[config.mk]
export PLATFORM = sky130hd
export DESIGN_NAME = gray_video_pattern_gen
export DESIGN_NICKNAME = d
export VERILOG_FILES = /design/src/rtl/gray_video_pattern_gen_pkg.sv /design/src/rtl/gray_video_pattern_gen_timing.sv /design/src/rtl/gray_video_pattern_gen.sv
export SDC_FILE = /design/constraint.sdc
export NUM_CORES = 1
export LEC_CHECK = 0
export CAP_MARGIN = 20
export CORE_ASPECT_RATIO = 1.4
export CORE_MARGIN = 4
export CORE_UTILIZATION = 58
export CTS_CLUSTER_SIZE = 40
export DETAILED_ROUTE_END_ITERATION = 10
export GPL_TIMING_DRIVEN = 1
export PLACE_DENSITY = 0.79
export SLEW_MARGIN = 5
export SYNTH_ARGS = -nofsm -noshare
export SYNTH_HDL_FRONTEND = slang
export SYNTH_SLANG_ARGS = --single-unit
[constraint.sdc]
create_clock -name clk -period 2.85 [get_ports clk]
set_input_delay 0.57 -clock clk [delete_from_list [all_inputs] [get_ports clk]]
set_output_delay 0.57 -clock clk [all_outputs]
set_load 0.005 [all_outputs]
[src/rtl/gray_video_pattern_gen_pkg.sv]
// Shared video definitions for the gray pattern source:
// FSM states, pattern codes and default 640x480 timing.
package gray_video_pattern_gen_pkg;

  typedef enum logic [2:0] {
    ST_IDLE,
    ST_VSYNC,
    ST_VBACK,
    ST_ACTIVE,
    ST_VFRONT
  } vstate_e;

  localparam logic [1:0] PAT_HRAMP = 2'd0;
  localparam logic [1:0] PAT_VRAMP = 2'd1;
  localparam logic [1:0] PAT_CHECK = 2'd2;
  localparam logic [1:0] PAT_FCNT  = 2'd3;

  localparam logic [10:0] DEF_HDISP  = 11'd640;
  localparam logic [10:0] DEF_VDISP  = 11'd480;
  localparam logic [10:0] DEF_HBLANK = 11'd160;
  localparam logic [10:0] DEF_VSYNC  = 11'd2;
  localparam logic [10:0] DEF_VBACK  = 11'd33;
  localparam logic [10:0] DEF_VFRONT = 11'd10;

endpackage

[src/rtl/gray_video_pattern_gen_timing.sv]
// video_timing_counter: h/v counters and frame FSM.
// Ports: clk, rst, i_enable in; o_state, o_x, o_y, o_last_pixel out.
module video_timing_counter
  import gray_video_pattern_gen_pkg::*;
#(
  parameter logic [10:0] IMG_HDISP = DEF_HDISP,
  parameter logic [10:0] IMG_VDISP = DEF_VDISP,
  parameter logic [10:0] H_BLANK   = DEF_HBLANK,
  parameter logic [10:0] V_SYNC    = DEF_VSYNC,
  parameter logic [10:0] V_BACK    = DEF_VBACK,
  parameter logic [10:0] V_FRONT   = DEF_VFRONT
) (
  input  logic        clk,
  input  logic        rst,
  input  logic        i_enable,
  output vstate_e     o_state,
  output logic [10:0] o_x,
  output logic [7:0]  o_y,
  output logic        o_last_pixel
);

  localparam logic [10:0] HTOTAL = IMG_HDISP + H_BLANK;

  vstate_e     r_state;
  vstate_e     w_next;
  logic [10:0] r_h_cnt;
  logic [10:0] r_v_cnt;
  logic [10:0] w_last_v;
  logic        w_h_wrap;
  logic        w_line_end;

  // last line index of the current state
  always_comb begin
    w_last_v = '0;
    unique case (r_state)
      ST_VSYNC:  w_last_v = V_SYNC - 11'd1;
      ST_VBACK:  w_last_v = V_BACK - 11'd1;
      ST_ACTIVE: w_last_v = IMG_VDISP - 11'd1;
      ST_VFRONT: w_last_v = V_FRONT - 11'd1;
      default:   w_last_v = '0;
    endcase
  end

  assign w_h_wrap   = (r_h_cnt == HTOTAL - 11'd1);
  assign w_line_end = w_h_wrap && (r_v_cnt == w_last_v);

  always_comb begin
    w_next = r_state;
    unique case (r_state)
      ST_IDLE:   if (i_enable)   w_next = ST_VSYNC;
      ST_VSYNC:  if (w_line_end) w_next = ST_VBACK;
      ST_VBACK:  if (w_line_end) w_next = ST_ACTIVE;
      ST_ACTIVE: if (w_line_end) w_next = ST_VFRONT;
      ST_VFRONT:
        if (w_line_end)
          w_next = i_enable ? ST_VSYNC : ST_IDLE;
      default:   w_next = ST_IDLE;
    endcase
  end

  always_ff @(posedge clk or posedge rst) begin
    if (rst) r_state <= ST_IDLE;
    else     r_state <= w_next;
  end

  always_ff @(posedge clk or posedge rst) begin
    if (rst) begin
      r_h_cnt <= '0;
      r_v_cnt <= '0;
    end else if (r_state == ST_IDLE) begin
      r_h_cnt <= '0;
      r_v_cnt <= '0;
    end else begin
      r_h_cnt <= w_h_wrap ? '0 : r_h_cnt + 11'd1;
      if (w_h_wrap)
        r_v_cnt <= w_line_end ? '0 : r_v_cnt + 11'd1;
    end
  end

  assign o_state      = r_state;
  assign o_x          = r_h_cnt;
  assign o_y          = r_v_cnt[7:0];
  assign o_last_pixel = (r_state == ST_VFRONT) && w_line_end;

endmodule

[src/rtl/gray_video_pattern_gen.sv]
// Gray test-pattern video source with vsync/href framing.
// Ports: clk, rst, enable, pattern_sel in; post_frame_*, Gray, frame_done, busy out.
module gray_video_pattern_gen
  import gray_video_pattern_gen_pkg::*;
#(
  parameter logic [10:0] IMG_HDISP = DEF_HDISP,
  parameter logic [10:0] IMG_VDISP = DEF_VDISP,
  parameter logic [10:0] H_BLANK   = DEF_HBLANK,
  parameter logic [10:0] V_SYNC    = DEF_VSYNC,
  parameter logic [10:0] V_BACK    = DEF_VBACK,
  parameter logic [10:0] V_FRONT   = DEF_VFRONT
) (
  input  logic       clk,
  input  logic       rst,
  input  logic       enable,
  input  logic [1:0] pattern_sel,
  output logic       post_frame_vsync,
  output logic       post_frame_href,
  output logic [7:0] post_img_Gray,
  output logic       frame_done,
  output logic       busy
);

  vstate_e     w_state;
  logic [10:0] w_x;
  logic [7:0]  w_y;
  logic        w_last;
  logic        w_href;
  logic        w_start;
  logic [7:0]  w_gray;
  logic [1:0]  r_pat;
  logic [7:0]  r_fcnt;

  video_timing_counter #(
    .IMG_HDISP (IMG_HDISP),
    .IMG_VDISP (IMG_VDISP),
    .H_BLANK   (H_BLANK),
    .V_SYNC    (V_SYNC),
    .V_BACK    (V_BACK),
    .V_FRONT   (V_FRONT)
  ) u_timing (
    .clk          (clk),
    .rst          (rst),
    .i_enable     (enable),
    .o_state      (w_state),
    .o_x          (w_x),
    .o_y          (w_y),
    .o_last_pixel (w_last)
  );

  assign w_href = (w_state == ST_ACTIVE) && (w_x < IMG_HDISP);

  // same edge on which the counters enter VSYNC
  assign w_start = enable && ((w_state == ST_IDLE) || w_last);

  always_comb begin
    w_gray = 8'h00;
    if (w_href) begin
      unique case (r_pat)
        PAT_HRAMP: w_gray = w_x[7:0];
        PAT_VRAMP: w_gray = w_y;
        PAT_CHECK: w_gray = (w_x[3] ^ w_y[3]) ? 8'hFF : 8'h00;
        PAT_FCNT:  w_gray = r_fcnt;
      endcase
    end
  end

  always_ff @(posedge clk or posedge rst) begin
    if (rst) begin
      r_pat            <= PAT_HRAMP;
      r_fcnt           <= '0;
      post_frame_vsync <= 1'b0;
      post_frame_href  <= 1'b0;
      post_img_Gray    <= '0;
      frame_done       <= 1'b0;
      busy             <= 1'b0;
    end else begin
      if (w_start) r_pat  <= pattern_sel;
      if (w_last)  r_fcnt <= r_fcnt + 8'd1;
      post_frame_vsync <= (w_state == ST_VSYNC);
      post_frame_href  <= w_href;
      post_img_Gray    <= w_gray;
      frame_done       <= w_last;
      busy             <= (w_state != ST_IDLE);
    end
  end

endmodule

==> flow_summary.ini <==
[timing]
setup_slack_ns = 0.4036
setup_viol = 0
fin_skew_ns = 0.005394
drv_slew = 0
worst_slew_pin_slew_ns = 0.6580
setup_tns_ns = 0
fmax_mhz = 408.8
timing.final.crit_period_ns = 2.446
finalCritPeriodShare_pct = 85.84
hold_viol_final = 0
slew_headroom_pct = 55.87
rsz0062_at_grt = no

[clock_network]
ctsResizeCount = 0
clk_pin_slew_worst_paths_ns = 0.09
worst_skew_pair.late_latency_ns = 0.30
cts_tree = done
cts_setup_buffers = 0
cts_max_path_buffers = 2
clock_sinks = 47
h-tree-depth = 2
clock-root-buffer = clkbuf_8
cts_hold_buf = 0
cts_made_buffers = 5

[logic_synthesis]
syn_inst = 268
ys_seq_elements = 47
synth_seq_area_share_pct = 46.63
synth.distinct_cells = 43
synth.area.top_cells = dfrtp_1, xor2_1, nor3_1
yosys.area.top_type = dfrtp_1
ys.flop_type = dfrtp_1
avgSynthCellArea_sq_um = 9.412
yosysMostFrequentCell = dfrtp_1
synthArstFlopShare_pct = 100.0
syn_nets = 276
yosysWarnings = 0
synth_top_area_share_pct = 46.63
synth_commonest_cells = dfrtp_1, nor2_1, nor3_1, a21oi_1, nand2_1
synth_edf_count = 0
netlist_area_sq_um = 2522

[routing]
via_per_inst = 6.275
dr.pass1.iters = 4
drc_errors = 0
wl_per_cell_um = 16.41
drtAntennaViolNets = 0
wl_mm = 5.431
vias = 2077
drt_iter0_drc = 132

[floorplanning]
core_sq_um = 4204
fp.dieH_um = 86.03
rows = 28
start_util_pct = 60.00
ios = 17
die_w_um = 63.74
die-area_sq_um = 5483

[placement]
post-place-ws_ns = 0.4106
dpl_cell_area_sq_um = 2753
gp_congestion = 0.8805
port_buffers = 16
hpwl_mm = 3.999

[min_path]
holdPathStages = 1
worstHoldPathType = reg2reg

[cells_and_area]
finalInstanceArea_sq_um = 2840
final_nets = 293
multi_input_area_sq_um = 1236
drive_gt1_share_pct = 10.49
seq_area_sq_um = 1176
area_growth_pct = 12.60
nFillCells = 340
antenna_cells = 0

[setup_path]
critPathRequiredTime_ns = 3.04
path_max_fanout = 7
rr_worst_depth = 5
worstSetupPathType = reg2reg
critPathLaunchType = register
end_kind = register
arrival_ns = 2.64

[global_route]
first_global_vias = 2068
grt_pass1_wl_mm = 9.473
grt_overflow = 0
grt_start_max_net_pins = 32
track_usage_pct = 22.03
antenna_found_initial = 0

[power]
leakagePower_nw = 1.209
ir_worst_vdd_mv = 0.3124
fin_total_pwr_mw = 1.085
powerDensity_nw_per_um2 = 382.0

[run]
cap_violations = 0

[outcome]
status = complete, no violations
routing by layer:
metal / up-vias / global-route usage (%) / part of all wire [%]
li1: 991 / - / -
met1: 992 / 27.17 / 41
met2: 75 / 37.55 / 50
met3: 19 / 3.408 / 5.3
met4: 0 / 10.61 / 3.5
met5: - / 0 / 0
through the flow:
stage | hold WS, ns | std cells | utilization (%)
6_report | 0.4858 | 331 | 67.56
5_1_grt | 0.4984 | 331 | 67.56
4_1_cts | 0.4832 | 331 | 67.56
3_5_place_dp | 0.4686 | 323 | 65.48
3_3_place_gp | 0.4655 | 323 | 65.48
2_1_floorplan | 0.4421 | 268 | -
final timing paths:
path	end	slack [ns]	startpoint
min in group asynchronous	u_timing.r_v_cnt[6]$_DFFE_PP0P_	0.66	rst
worst max register to register	r_fcnt[1]$_DFFE_PP0P_	0.40	u_timing.r_v_cnt[7]$_DFFE_PP0P_
worst min-delay path	r_fcnt[7]$_DFFE_PP0P_	0.49	r_fcnt[7]$_DFFE_PP0P_
max in group asynchronous	u_timing.r_v_cnt[8]$_DFFE_PP0P_	1.61	rst
worst max-delay path	r_fcnt[1]$_DFFE_PP0P_	0.40	u_timing.r_v_cnt[7]$_DFFE_PP0P_
worst min register to register	r_fcnt[7]$_DFFE_PP0P_	0.49	r_fcnt[7]$_DFFE_PP0P_
power breakdown:
group / internal [mW] / switching (mW)
Clock: 0.173 / 0.225
Sequential: 0.666 / 0
Combinational: 0.00752 / 0.0140
worst max-delay path, cell delays in order (launching register included):
cell	delay, ns
dfrtp_1	0.42
or4_4	0.55
a2111oi_4	0.44
o2111ai_2	0.29
nor2_1	0.27
mux2_2	0.36
logic make-up (layout without fill, tap and decap cells):
group	Yosys count	after routing	synth area share [%]
compound gates	48	48	13.59
xor+xnor	23	23	7.986
fa+ha+maj	3	3	1.488
buf+inv	29	47	4.365
flops	47	47	46.63
mux	3	3	1.339
simple gates	115	115	24.60
placed cells by master (no fill, tap or decap), drive strengths merged, types with 2 or more instances in the layout:
cell type / netlist / layout
or4b: 2 / 2
ha: 3 / 3
xnor2: 9 / 9
nor4: 5 / 5
a311oi: 7 / 7
buf: 1 / 10
nor2: 25 / 25
nand4: 5 / 5
dfrtp: 47 / 47
clkbuf: 15 / 5
clkdlybuf4s50: 0 / 16
nor3b: 6 / 6
nor2b: 3 / 3
o21ai: 9 / 9
xor2: 14 / 14
clkinv: 0 / 2
mux2: 3 / 3
nand3: 12 / 12
o211ai: 7 / 7
nor3: 22 / 22
nand2: 17 / 17
a2111oi: 2 / 2
or3: 5 / 5
or4: 2 / 2
and3: 5 / 5
a21oi: 18 / 18
inv: 13 / 14
layout make-up:
class | instances | area share [%]
Clock inverter | 3 | 0.6608
Sequential cell | 47 | 41.41
Multi-Input combinational cell | 192 | 43.52
Timing Repair Buffer | 26 | 8.282
Inverter | 13 | 1.718
Clock buffer | 5 | 2.423
Tap cell | 45 | 1.982
sequential cells by signal, summed over array words and instances (netlist names):
name and count:
busy 1, u_timing.o_state 3, u_timing.r_v_cnt 11, r_fcnt 8, post_frame_vsync 1, u_timing.o_x 11
post_img_Gray 8, post_frame_href 1, frame_done 1, r_pat 2
Power figures use the tool's default switching activity.
